[config.mk]
export PLATFORM = sky130hd
export DESIGN_NAME = smc_cfg_reader8
export DESIGN_NICKNAME = d
export VERILOG_FILES = /design/src/rtl/smc_cfg_reader8.sv
export SDC_FILE = /design/constraint.sdc
export NUM_CORES = 1
export LEC_CHECK = 0
export CAP_MARGIN = 0
export CORE_MARGIN = 2
export CORE_UTILIZATION = 57
export CTS_CLUSTER_SIZE = 20
export DETAILED_ROUTE_END_ITERATION = 8
export PLACE_DENSITY = 0.84
export REMOVE_ABC_BUFFERS = 1
export SKIP_CTS_REPAIR_TIMING = 1
export SKIP_LAST_GASP = 1
export SLEW_MARGIN = 20
export SYNTH_ARGS = -nofsm -noshare
export SYNTH_HDL_FRONTEND = slang
export SYNTH_SLANG_ARGS = --single-unit
[constraint.sdc]
create_clock -name hclk8 -period 5.5 [get_ports hclk8]
set_input_delay 1.1 -clock hclk8 [delete_from_list [all_inputs] [get_ports hclk8]]
set_output_delay 1.1 -clock hclk8 [all_outputs]
set_load 0.05 [all_outputs]
[src/rtl/smc_cfg_reader8.sv]
// smc_cfg_reader8: sweeps the per-chip-select config register bank after a
// start request, capturing each word into a shadow register and flagging
// chip selects whose presence bits (31:30) are not both set.
module smc_cfg_reader8 #(
  parameter int unsigned NUM_CS   = 4,
  parameter int unsigned READ_LAT = 1
) (
  input  logic              hclk8,
  input  logic              sys_reset8,
  input  logic              start8,
  input  logic [31:0]       rdata8,
  output logic [NUM_CS-1:0] selreg8,
  output logic              busy8,
  output logic              done8,
  output logic              err8,
  output logic [NUM_CS-1:0] cs_valid8,
  input  logic [2:0]        cfg_sel8,
  output logic [31:0]       cfg_out8
);

  typedef enum logic [1:0] {
    IDLE,
    SEL,
    GAP,
    FIN
  } state_t;

  localparam logic [2:0] LAT  = 3'(READ_LAT);
  localparam logic [2:0] LAST = 3'(NUM_CS - 1);

  state_t            state_q, state_d;
  logic [2:0]        idx_q, idx_d;
  logic [2:0]        cnt_q, cnt_d;
  logic [NUM_CS-1:0] sel_d;
  logic              capture;
  logic              clear;
  logic              present;
  logic [31:0]       shadow [NUM_CS];

  assign present = (rdata8[31:30] == 2'b11);
  assign busy8   = (state_q != IDLE);
  assign done8   = (state_q == FIN);

  // Next-state, next select and capture/clear strobes for the sweep.
  always_comb begin
    state_d = state_q;
    idx_d   = idx_q;
    cnt_d   = cnt_q;
    sel_d   = selreg8;
    capture = 1'b0;
    clear   = 1'b0;
    case (state_q)
      IDLE: begin
        if (start8) begin
          state_d = SEL;
          idx_d   = '0;
          cnt_d   = '0;
          sel_d   = NUM_CS'(1);
          clear   = 1'b1;
        end
      end
      SEL: begin
        if (cnt_q == LAT) begin
          capture = 1'b1;
          sel_d   = '0;
          state_d = GAP;
        end else begin
          cnt_d = cnt_q + 3'd1;
        end
      end
      GAP: begin
        if (idx_q < LAST) begin
          idx_d   = idx_q + 3'd1;
          cnt_d   = '0;
          sel_d   = NUM_CS'(1) << idx_d;
          state_d = SEL;
        end else begin
          state_d = FIN;
        end
      end
      FIN: begin
        state_d = IDLE;
      end
      default: begin
        state_d = IDLE;
      end
    endcase
  end

  // State, select and shadow/result registers; reset discards partial sweeps.
  always_ff @(posedge hclk8 or posedge sys_reset8) begin
    if (sys_reset8) begin
      state_q   <= IDLE;
      idx_q     <= '0;
      cnt_q     <= '0;
      selreg8   <= '0;
      err8      <= 1'b0;
      cs_valid8 <= '0;
      for (int unsigned i = 0; i < NUM_CS; i++) begin
        shadow[i] <= '0;
      end
    end else begin
      state_q <= state_d;
      idx_q   <= idx_d;
      cnt_q   <= cnt_d;
      selreg8 <= sel_d;
      if (clear) begin
        err8      <= 1'b0;
        cs_valid8 <= '0;
        for (int unsigned i = 0; i < NUM_CS; i++) begin
          shadow[i] <= '0;
        end
      end
      if (capture) begin
        if (!present) begin
          err8 <= 1'b1;
        end
        for (int unsigned i = 0; i < NUM_CS; i++) begin
          if (idx_q == 3'(i)) begin
            shadow[i]    <= rdata8;
            cs_valid8[i] <= present;
          end
        end
      end
    end
  end

  // Readback mux; indices beyond the implemented chip selects read as zero.
  always_comb begin
    cfg_out8 = '0;
    for (int unsigned i = 0; i < NUM_CS; i++) begin
      if (cfg_sel8 == 3'(i)) begin
        cfg_out8 = shadow[i];
      end
    end
  end

endmodule
# After elaboration in Yosys (flattened, before gate mapping)
# Index checks and enable logic that the tools add are counted.
[word_totals] in_bits=38 out_inout_bits=43 wordCells=76 register_bits=145
[classes] reduce_logical=10 n_lt_le_gt_ge=1 n_addsub=2 n_shift=1 n_eq_ne=15 muxes=37
[op_table] cell="$mux W128" count=2
[op_table] cell="$mux W32" count=8
[op_table] cell="$mux W4" count=5
[op_table] cell="$eq A3 B2 Y1 const B" count=4
[op_table] cell="$mux W3" count=4
[op_table] cell="$pmux W4 S3" count=1
[op_table] cell="$mux W1" count=11
[op_table] cell="$eq A3 B1 Y1 const B" count=3
[op_table] cell="$pmux W3 S3" count=1
[op_table] cell="$ne A2 B2 Y1 const B" count=4
[op_table] cell="$pmux W2 S4" count=1
[op_table] cell="$reduce_and A4 Y1" count=2
[op_table] cell="$add A3 B1 Y3 const B" count=2
[op_table] cell="$eq A2 B2 Y1 const B" count=3
[op_table] cell="$logic_not A3 Y1" count=2
[op_table] cell="$mux W2" count=3
[op_table] cell="$pmux W3 S2" count=1
[op_table] cell="$reduce_bool A2 Y1" count=2
[op_table] cell="$shl A1 B3 Y4 const A" count=1
[op_table] cell="$lt A3 B2 Y1 const B" count=1
[op_table] cell="$reduce_and A3 Y1" count=1
[op_table] cell="$reduce_bool A3 Y1" count=1
[op_table] cell="$eq A2 B1 Y1 const B" count=1
[op_table] cell="$logic_not A2 Y1" count=1
[op_table] cell="$reduce_and A2 Y1" count=1

# Logic depth before layout (Yosys ltp)
# Gate-level depths: netlist (run 1).
[depth] ltp_word=5 ltp_mapped=8

# Least setup slack after synthesis (run 1)
# OpenSTA, ideal clock, no wires.
[synth_path] kind="input-to-output" start="input cfg_sel8[0]" end="output cfg_out8[10]" path_slack_ns=1.932 path_buffers=2 required_time_ns=4.400 stages=4 t_arrival_ns=2.468 path_cell_list="buf_2 > buf_4 > mux4_2 > nor2b_1"
[synth_between] elab_chain_len=5
[synth_rtl] item="start, declared" line="17" rtl="input logic [2:0] cfg_sel8,"
[synth_rtl] item="$logic_not A3 Y1" line="132" rtl="if (cfg_sel8 == 3'(i)) begin"
[synth_rtl] item="$mux W32 (3 in series)" line="132"
[synth_rtl] item="$mux W32 (*)" line="132"
[synth_rtl] item="end, declared" line="18" rtl="output logic [31:0] cfg_out8"
# Every way passes the cells marked *; elsewhere a longest branch is shown, timed or not.

# Worst setup path in the final report (run 1)
# Ends and elaborated chain as after synthesis.

==> PnR_summary.wiki, run 1 <==
{| class="wikitable"
! Metric !! Value
|-
| Wire length per cell after detailed routing || 17.5 um
|-
| Die area || 14100 um^2
|-
| Ratio of total power to cell area || 447 nW/um^2
|-
| Via count of the first global-routing pass || 5691
|-
| Top cells by area, synth || sky130_fd_sc_hd__dfrtp_1 48%, sky130_fd_sc_hd__nand2_1 13%, sky130_fd_sc_hd__mux4_2 9.6%
|-
| Count of cell types in the netlist || 37
|-
| Number of buffers created by CTS || 17
|-
| Commonest cells post-synth || 269 x sky130_fd_sc_hd__nand2_1, 145 x sky130_fd_sc_hd__dfrtp_1, 78 x sky130_fd_sc_hd__o21ai_2
|-
| I/O pin cnt || 81
|-
| Number of buffers added on ports || 80
|-
| P_leak || 3.95 nW
|-
| Result of the run || complete, no violations
|-
| Transition time at the pin with the least slew margin || 0.994 ns
|-
| Unrepaired setup endpoints after global routing || false
|-
| Post-synthesis sequential area ratio || 0.485
|-
| Destination of the critical timing path || cfg_out8[10]
|-
| GRT Residual Overflow || 0
|-
| Total detailed-routing wirelength || 16.9 mm
|-
| Part of the cycle the worst path needs || 0.777
|-
| Critical path's slowest cell || sky130_fd_sc_hd__clkdlybuf4s50_1
|-
| Area fraction in compound gates after synthesis || 0.120
|-
| H-tree depth || 4
|-
| Clock transition at the registers of the reported paths || 0.06 ns
|-
| GRT Resource Usage Total || 0.252
|-
| Fraction of synthesized cell area in xor and xnor cells || 0
|-
| Starting utilization of the core area || 0.588
|-
| Worst Path Required || 4.40 ns
|-
| Maximum clock frequency || 234 MHz
|-
| Number of antenna-violating nets in the routed design || 0
|-
| Vias/cell || 5.80
|-
| TritonCTS clock tree || built
|-
| Final worst clock skew || 0.00719 ns
|-
| Critical path startpoint category || input pin
|-
| Max-slew violation count || 0
|-
| Final period demand of the worst path || 4.27 ns
|-
| Crit. End Element || output pin
|-
| Synth Cell Area || 7480 um^2
|-
| MaxCap Viol Count || 0
|-
| CP Cell Sequence || buf_2 > buf_12 > mux4_2 > nor2b_1 > clkdlybuf4s50_1
|-
| Antenna violations before repair || 0
|-
| Setup Viol. Count Final || 0
|-
| Worst Path Buf+Inv || 3
|-
| R2R Path Start || state_q[0]
|-
| Yosys synthesis warning count || 0
|-
| Footprint of the multi-input gates || 3380 um^2
|-
| Remaining routing DRC violations || 0
|-
| Startpoint of the worst setup timing path || cfg_sel8[0]
|-
| Largest net degree at the start of global routing || 112
|-
| Setup TNS || 0 ns
|-
| Dominant combinational cell family by area after synthesis || simple AND/OR/NAND/NOR gates
|-
| Clock root cell || sky130_fd_sc_hd__clkbuf_16
|-
| X dimension of the die || 119 um
|-
| End of the worst register-to-register path || shadow[98]
|-
| Rel. slew slack || 0.337
|-
| Slack of the worst reg-to-reg path || 3.03 ns
|-
| Die boundary height || 119 um
|-
| Gate Count Post-Synth || 730
|-
| Slowest stage delay, CP || 0.75 ns
|-
| Data arrival time at the worst-slack endpoint || 3.17 ns
|-
| Final hold vios || 0
|-
| CP Max Fanout || 20
|-
| HPWL reported at the end of detailed placement || 10.1 mm
|-
| Antenna fix cells || 0
|-
| Cell accounting for the most synthesized area || sky130_fd_sc_hd__dfrtp_1
|-
| Synthesized-area fraction occupied by and/or/nand/nor cells || 0.204
|-
| Hold crit path type || flip-flop to flip-flop
|-
| Worst Setup Path Type || input pin to output pin
|-
| Final cell count without fillers || 967
|-
| Depth of the worst register-to-register path || 6
|-
| Number of cell rows || 41
|-
| Latest clock arrival within the worst-skew pair || 0.42 ns
|-
| Proportion of synthesized flip-flops having asynchronous set or reset || 1.00
|-
| Clock sink count || 145
|-
| Placer congestion estimate || 0.831
|-
| Mean cell area of the mapped netlist || 10.2 um^2
|-
| Sequential cell area || 3630 um^2
|-
| Number of placed instances, taps included || 935
|-
| Total vias in the final route || 5611
|-
| Multiplexer area fraction after synthesis || 0.105
|-
| Total of fill cells in the finished design || 943
|-
| Number of nets in the layout || 833
|-
| Synthesis-to-layout area growth || 17.9%
|-
| Fraction of final layout cells sized beyond drive strength 1 || 0.201
|-
| First-pass GRT wire length || 28.0 mm
|-
| Most used flip-flop cell after synthesis || sky130_fd_sc_hd__dfrtp_1
|-
| Portion of synthesized cell area occupied by the leading cell type || 0.485
|-
| Total of flip-flops plus latches after synthesis || 145
|-
| Area of the core || 12700 um^2
|-
| Clock Tree Buf Depth || 2
|-
| Stages on the worst setup path || 5
|-
| Adder-cell area share of the yosys netlist || 0.0217
|-
| Drt initial violations || 674
|-
| Peak supply drop || 0.000607 V
|-
| Cell type group with the largest total delay on the critical path || buffers and inverters
|-
| Post-synth EDFFs || 0
|-
| Library cell with the highest instance count after synthesis || sky130_fd_sc_hd__nand2_1
|-
| Number of detailed-routing iterations run before antenna repair || 5
|}
-- worst reg2reg max path: stages, from the launching register on --
cell,delay (ns)
sky130_fd_sc_hd__dfrtp_1,0.40
sky130_fd_sc_hd__inv_1,0.11
sky130_fd_sc_hd__ha_1,0.28
sky130_fd_sc_hd__nand2_4,0.66
sky130_fd_sc_hd__buf_4,0.66
sky130_fd_sc_hd__nand2_1,0.14
sky130_fd_sc_hd__o21ai_1,0.15
-- area by class of cell --
| type | count | area share |
|---|---|---|
| inverter | 12 | 0.00568 |
| sequential | 145 | 0.411 |
| tap | 172 | 0.0244 |
| clock inverter | 14 | 0.0295 |
| clock buffer | 18 | 0.0487 |
| multi-input combinational | 519 | 0.383 |
| timing repair buffer | 87 | 0.0970 |
-- power by group --
| part | leakage, nW | internal, mW | switching, mW |
|---|---|---|---|
| clock network | 0.327 | 0.896 | 0.443 |
| logic | 1.63 | 0.451 | 0.690 |
| registers | 2.00 | 1.31 | 0.154 |
| total | 3.95 | 2.66 | 1.29 |
-- worst min-delay path by stage --
stage | slack (ns) | from | endpoint | cells past startpoint
floorplan | 0.46 | shadow[0] | shadow[0] | 2
global placement | 0.47 | shadow[17] | shadow[17] | 2
detailed placement | 0.48 | shadow[14] | shadow[14] | 2
CTS | 0.50 | shadow[25] | shadow[25] | 2
global route | 0.52 | shadow[6] | shadow[6] | 2
finish | 0.50 | shadow[4] | shadow[4] | 2
-- layer usage --
layer  global-route usage  vias to the layer above  wire, um
met5                    0                        -         0
met4               0.0908                        0       331
met3               0.0656                       42      1160
met2                0.406                      227      8400
met1                0.331                     2782      7040
li1                     -                     2560         -
-- kinds of logic (layout without fill, tap and decap cells) --
group / after synthesis / count (layout)
AO/OA/AOI/OAI: 114 / 114
flip-flops: 145 / 145
AND/OR/NAND/NOR: 354 / 354
adder cells (fa/ha/maj): 13 / 13
multiplexers: 38 / 38
buffers and inverters: 66 / 131
-- flip-flops by register name, summed over array words and instances, names as in the netlist --
signal,count
err8,1
cs_valid8,4
selreg8,4
shadow,128
idx_q,3
state_q,2
cnt_q,3
-- cells in the final DEF (no fill, tap or decap), drive strengths merged, types with 2 or more instances in the layout --
master,synthesis,final
a21o,2,2
a21oi,3,3
ha,13,13
nand2b,2,2
nand3,37,37
and3,2,2
buf,39,9
clkdlybuf4s50,0,78
mux2,2,2
o21ai,104,104
nand2,269,269
inv,12,13
mux2i,4,4
clkbuf,15,18
and2,4,4
mux4,32,32
bufinv,0,7
nor2b,35,35
clkinvlp,0,3
clkinv,0,3
dfrtp,145,145
-- per-stage QoR --
stage / instance area, um^2 / hold slack (ns) / power, mW / util / worst slack (ns)
after global routing: 8820 / 0.518 / 4.13 / 0.693 / 1.08
after CTS: 8820 / 0.499 / 3.96 / 0.693 / 1.19
final: 8820 / 0.497 / 3.94 / 0.693 / 1.23
after global placement: 8130 / 0.473 / 2.54 / 0.639 / 1.19
after floorplan: 7050 / 0.461 / 2.25 / - / 0.505
after detailed placement: 8130 / 0.479 / 2.61 / 0.639 / 1.20
Power figures use the tool's default switching activity.
==> run 2, diff against run 1 <==
- clock period: 5.5 -> 4.15 ns (I/O delays scaled with it)
==> run 2 against run 1 <==
  * Combinational power grew 35%
  * Sequential cell count is the same
  * Final cell count grew 0.21%
  * Register-to-register slack lost 1.3 ns
  * Count of clock-buffer cells in the layout grew 3
  * Power grew 27%
  * Critical path type unchanged
  * Largest power group unchanged
==> PnR_summary.wiki, run 2 (synthesis gave the netlist of run 1 again) <==
{| class="wikitable"
! Metric !! Value
|-
| Final Hold Slack || 0.502 ns (+0.00473 ns)
|-
| Final hold vios || 0 (unchanged)
|-
| Wire length per cell after detailed routing || 17.5 um (+0.22%)
|-
| Transition time at the pin with the least slew margin || 0.902 ns (-0.0924 ns)
|-
| I/O pin cnt || 81 (unchanged)
|-
| Part of the cycle the worst path needs || 0.756
|-
| Number of buffers added on ports || 80 (unchanged)
|-
| Antenna violations before repair || 0 (unchanged)
|-
| Antenna fix cells || 0 (unchanged)
|-
| Vias/cell || 5.74 (-1.1%)
|-
| Total detailed-routing wirelength || 17.0 mm (+0.43%)
|-
| Hold Startpoint || shadow[21]
|-
| Latest clock arrival within the worst-skew pair || 0.42 ns (about the same)
|-
| Largest register FFs || 128 (unchanged)
|-
| Clock transition at the registers of the reported paths || 0.06 ns (about the same)
|-
| Most flops, register || shadow
|-
| Rel. slew slack || 0.399 (+0.0616)
|-
| Worst Path Required || 3.32 ns (-1.08 ns)
|-
| Startpoint of the worst setup timing path || cfg_sel8[1]
|-
| Die area || 14100 um^2 (unchanged)
|-
| Final cell count without fillers || 969 (+0.21%)
|-
| Worst Setup Path Type || input pin to output pin
|-
| R2R Path Start || state_q[1]
|-
| Placer congestion estimate || 0.765 (-7.8%)
|-
| Area of the core || 12700 um^2 (unchanged)
|-
| Number of nets in the layout || 835 (+0.24%)
|-
| Number of antenna-violating nets in the routed design || 0 (unchanged)
|-
| Hold crit path type || flip-flop to flip-flop
|-
| Final core occ || 0.689 (-0.00423)
|-
| Data arrival time at the worst-slack endpoint || 2.31 ns (-0.86 ns)
|-
| Largest registers ranked by flip-flop count || shadow x128, cs_valid8 x4, selreg8 x4
|-
| Critical path startpoint category || input pin
|-
| CP Cell Sequence || buf_2 > buf_4 > mux4_2 > nor2b_1 > buf_4
|-
| Setup Viol. Count Final || 0 (unchanged)
|-
| Final worst clock skew || 0.00819 ns (+0.000994 ns)
|-
| Crit. End Element || output pin
|-
| X dimension of the die || 119 um (unchanged)
|-
| Peak supply drop || 0.000572 V (-5.7%)
|-
| Clock sink count || 145 (unchanged)
|-
| Final period demand of the worst path || 3.14 ns
|-
| Largest net degree at the start of global routing || 95 (-15%)
|-
| Design Area, Final || 8760 um^2 (-0.61%)
|-
| Total power after layout || 4.99 mW (+27%)
|-
| Clock root cell || sky130_fd_sc_hd__clkbuf_16
|-
| Critical path's slowest cell || sky130_fd_sc_hd__buf_2
|-
| Most used cells in the layout excluding fill and tap cells || 268 x sky130_fd_sc_hd__nand2_1, 145 x sky130_fd_sc_hd__dfrtp_1, 78 x sky130_fd_sc_hd__o21ai_2
|-
| Unrepaired setup endpoints after global routing || false
|-
| Synthesis-to-layout area growth || 17.1%
|-
| Drt initial violations || 631 (-6.4%)
|-
| Via count of the first global-routing pass || 5844 (+2.7%)
|-
| H-tree depth || 4 (unchanged)
|-
| CP Max Fanout || 21 (+5.0%)
|-
| TritonCTS clock tree || built
|-
| Standard cell area after detailed placement || 8180 um^2 (+0.58%)
|-
| Max-slew violation count || 0 (unchanged)
|-
| Remaining routing DRC violations || 0 (unchanged)
|-
| First-pass GRT wire length || 28.6 mm (+1.9%)
|-
| Number of placed instances, taps included || 937 (+0.21%)
|-
| Ratio of total power to cell area || 570 nW/um^2 (+27%)
|-
| Maximum clock frequency || 319 MHz
|-
| GRT Residual Overflow || 0 (unchanged)
|-
| P_leak || 4.01 nW (+1.4%)
|-
| MaxCap Viol Count || 0 (unchanged)
|-
| Slowest stage delay, CP || 0.48 ns (-0.27 ns)
|-
| Number of detailed-routing iterations run before antenna repair || 5 (unchanged)
|-
| Fraction of final layout cells sized beyond drive strength 1 || 0.241 (+0.0396)
|-
| GRT Resource Usage Total || 0.256 (+0.00421)
|-
| Clock Tree Buf Depth || 2 (unchanged)
|-
| Most frequent cell on the critical path || sky130_fd_sc_hd__buf_4
|-
| Starting utilization of the core area || 0.588 (unchanged)
|-
| HPWL reported at the end of detailed placement || 10.5 mm (+3.9%)
|-
| Total vias in the final route || 5560 (-0.91%)
|-
| Most common cell after layout, fill and taps aside || sky130_fd_sc_hd__nand2_1
|-
| Number of buffers created by CTS || 17 (unchanged)
|-
| Number of cell rows || 41 (unchanged)
|-
| Die boundary height || 119 um (unchanged)
|-
| Result of the run || complete, no violations
|}
[run 2: layer usage]
layer  global-route usage  up-vias  part of all wire
met1                0.331     2781              0.42
li1                     -     2571                 -
met4               0.0818        0             0.014
met2                0.414      183              0.50
met5                    0        -                 0
met3               0.0777       25             0.062
[run 2: where the power goes]
group          leakage, nW  switching, mW  internal, mW
combinational         1.73          0.923         0.612
sequential            2.00          0.200          1.73
clock                0.283          0.568         0.955
[run 2: final cells by class]
cell class | count | area [um^2]
Fill cell | 939 | 3960
Sequential cell | 145 | 3630
Multi-Input combinational cell | 519 | 3380
Timing Repair Buffer | 89 | 903
Clock buffer | 21 | 450
Tap cell | 172 | 215
Clock inverter | 11 | 138
Inverter | 12 | 50.0
[run 2: path summary, 6_finish.rpt]
| path | end | slack [ns] | cells after the start |
|---|---|---|---|
| max | cfg_out8[8] | 1.01 | 5 |
| min | shadow[21] | 0.50 | 2 |
| max reg2reg | shadow[121] | 1.72 | 6 |
| min reg2reg | shadow[21] | 0.50 | 2 |
| max in group asynchronous | shadow[78] | 2.41 | 3 |
| min in group asynchronous | selreg8[2] | 0.97 | 2 |
[run 2: per-stage QoR]
step	setup slack, ns	setup TNS (ns)
after floorplan	-0.575	-83.32
after global placement	1.06	0
after detailed placement	1.03	0
after CTS	1.03	0
after global routing	0.960	0
final	1.01	0
[run 2: critical path: cells and delay by family]
family	cells	cell delay [ns]
simple gates	1	0.15
mux	1	0.32
buf+inv	3	0.99
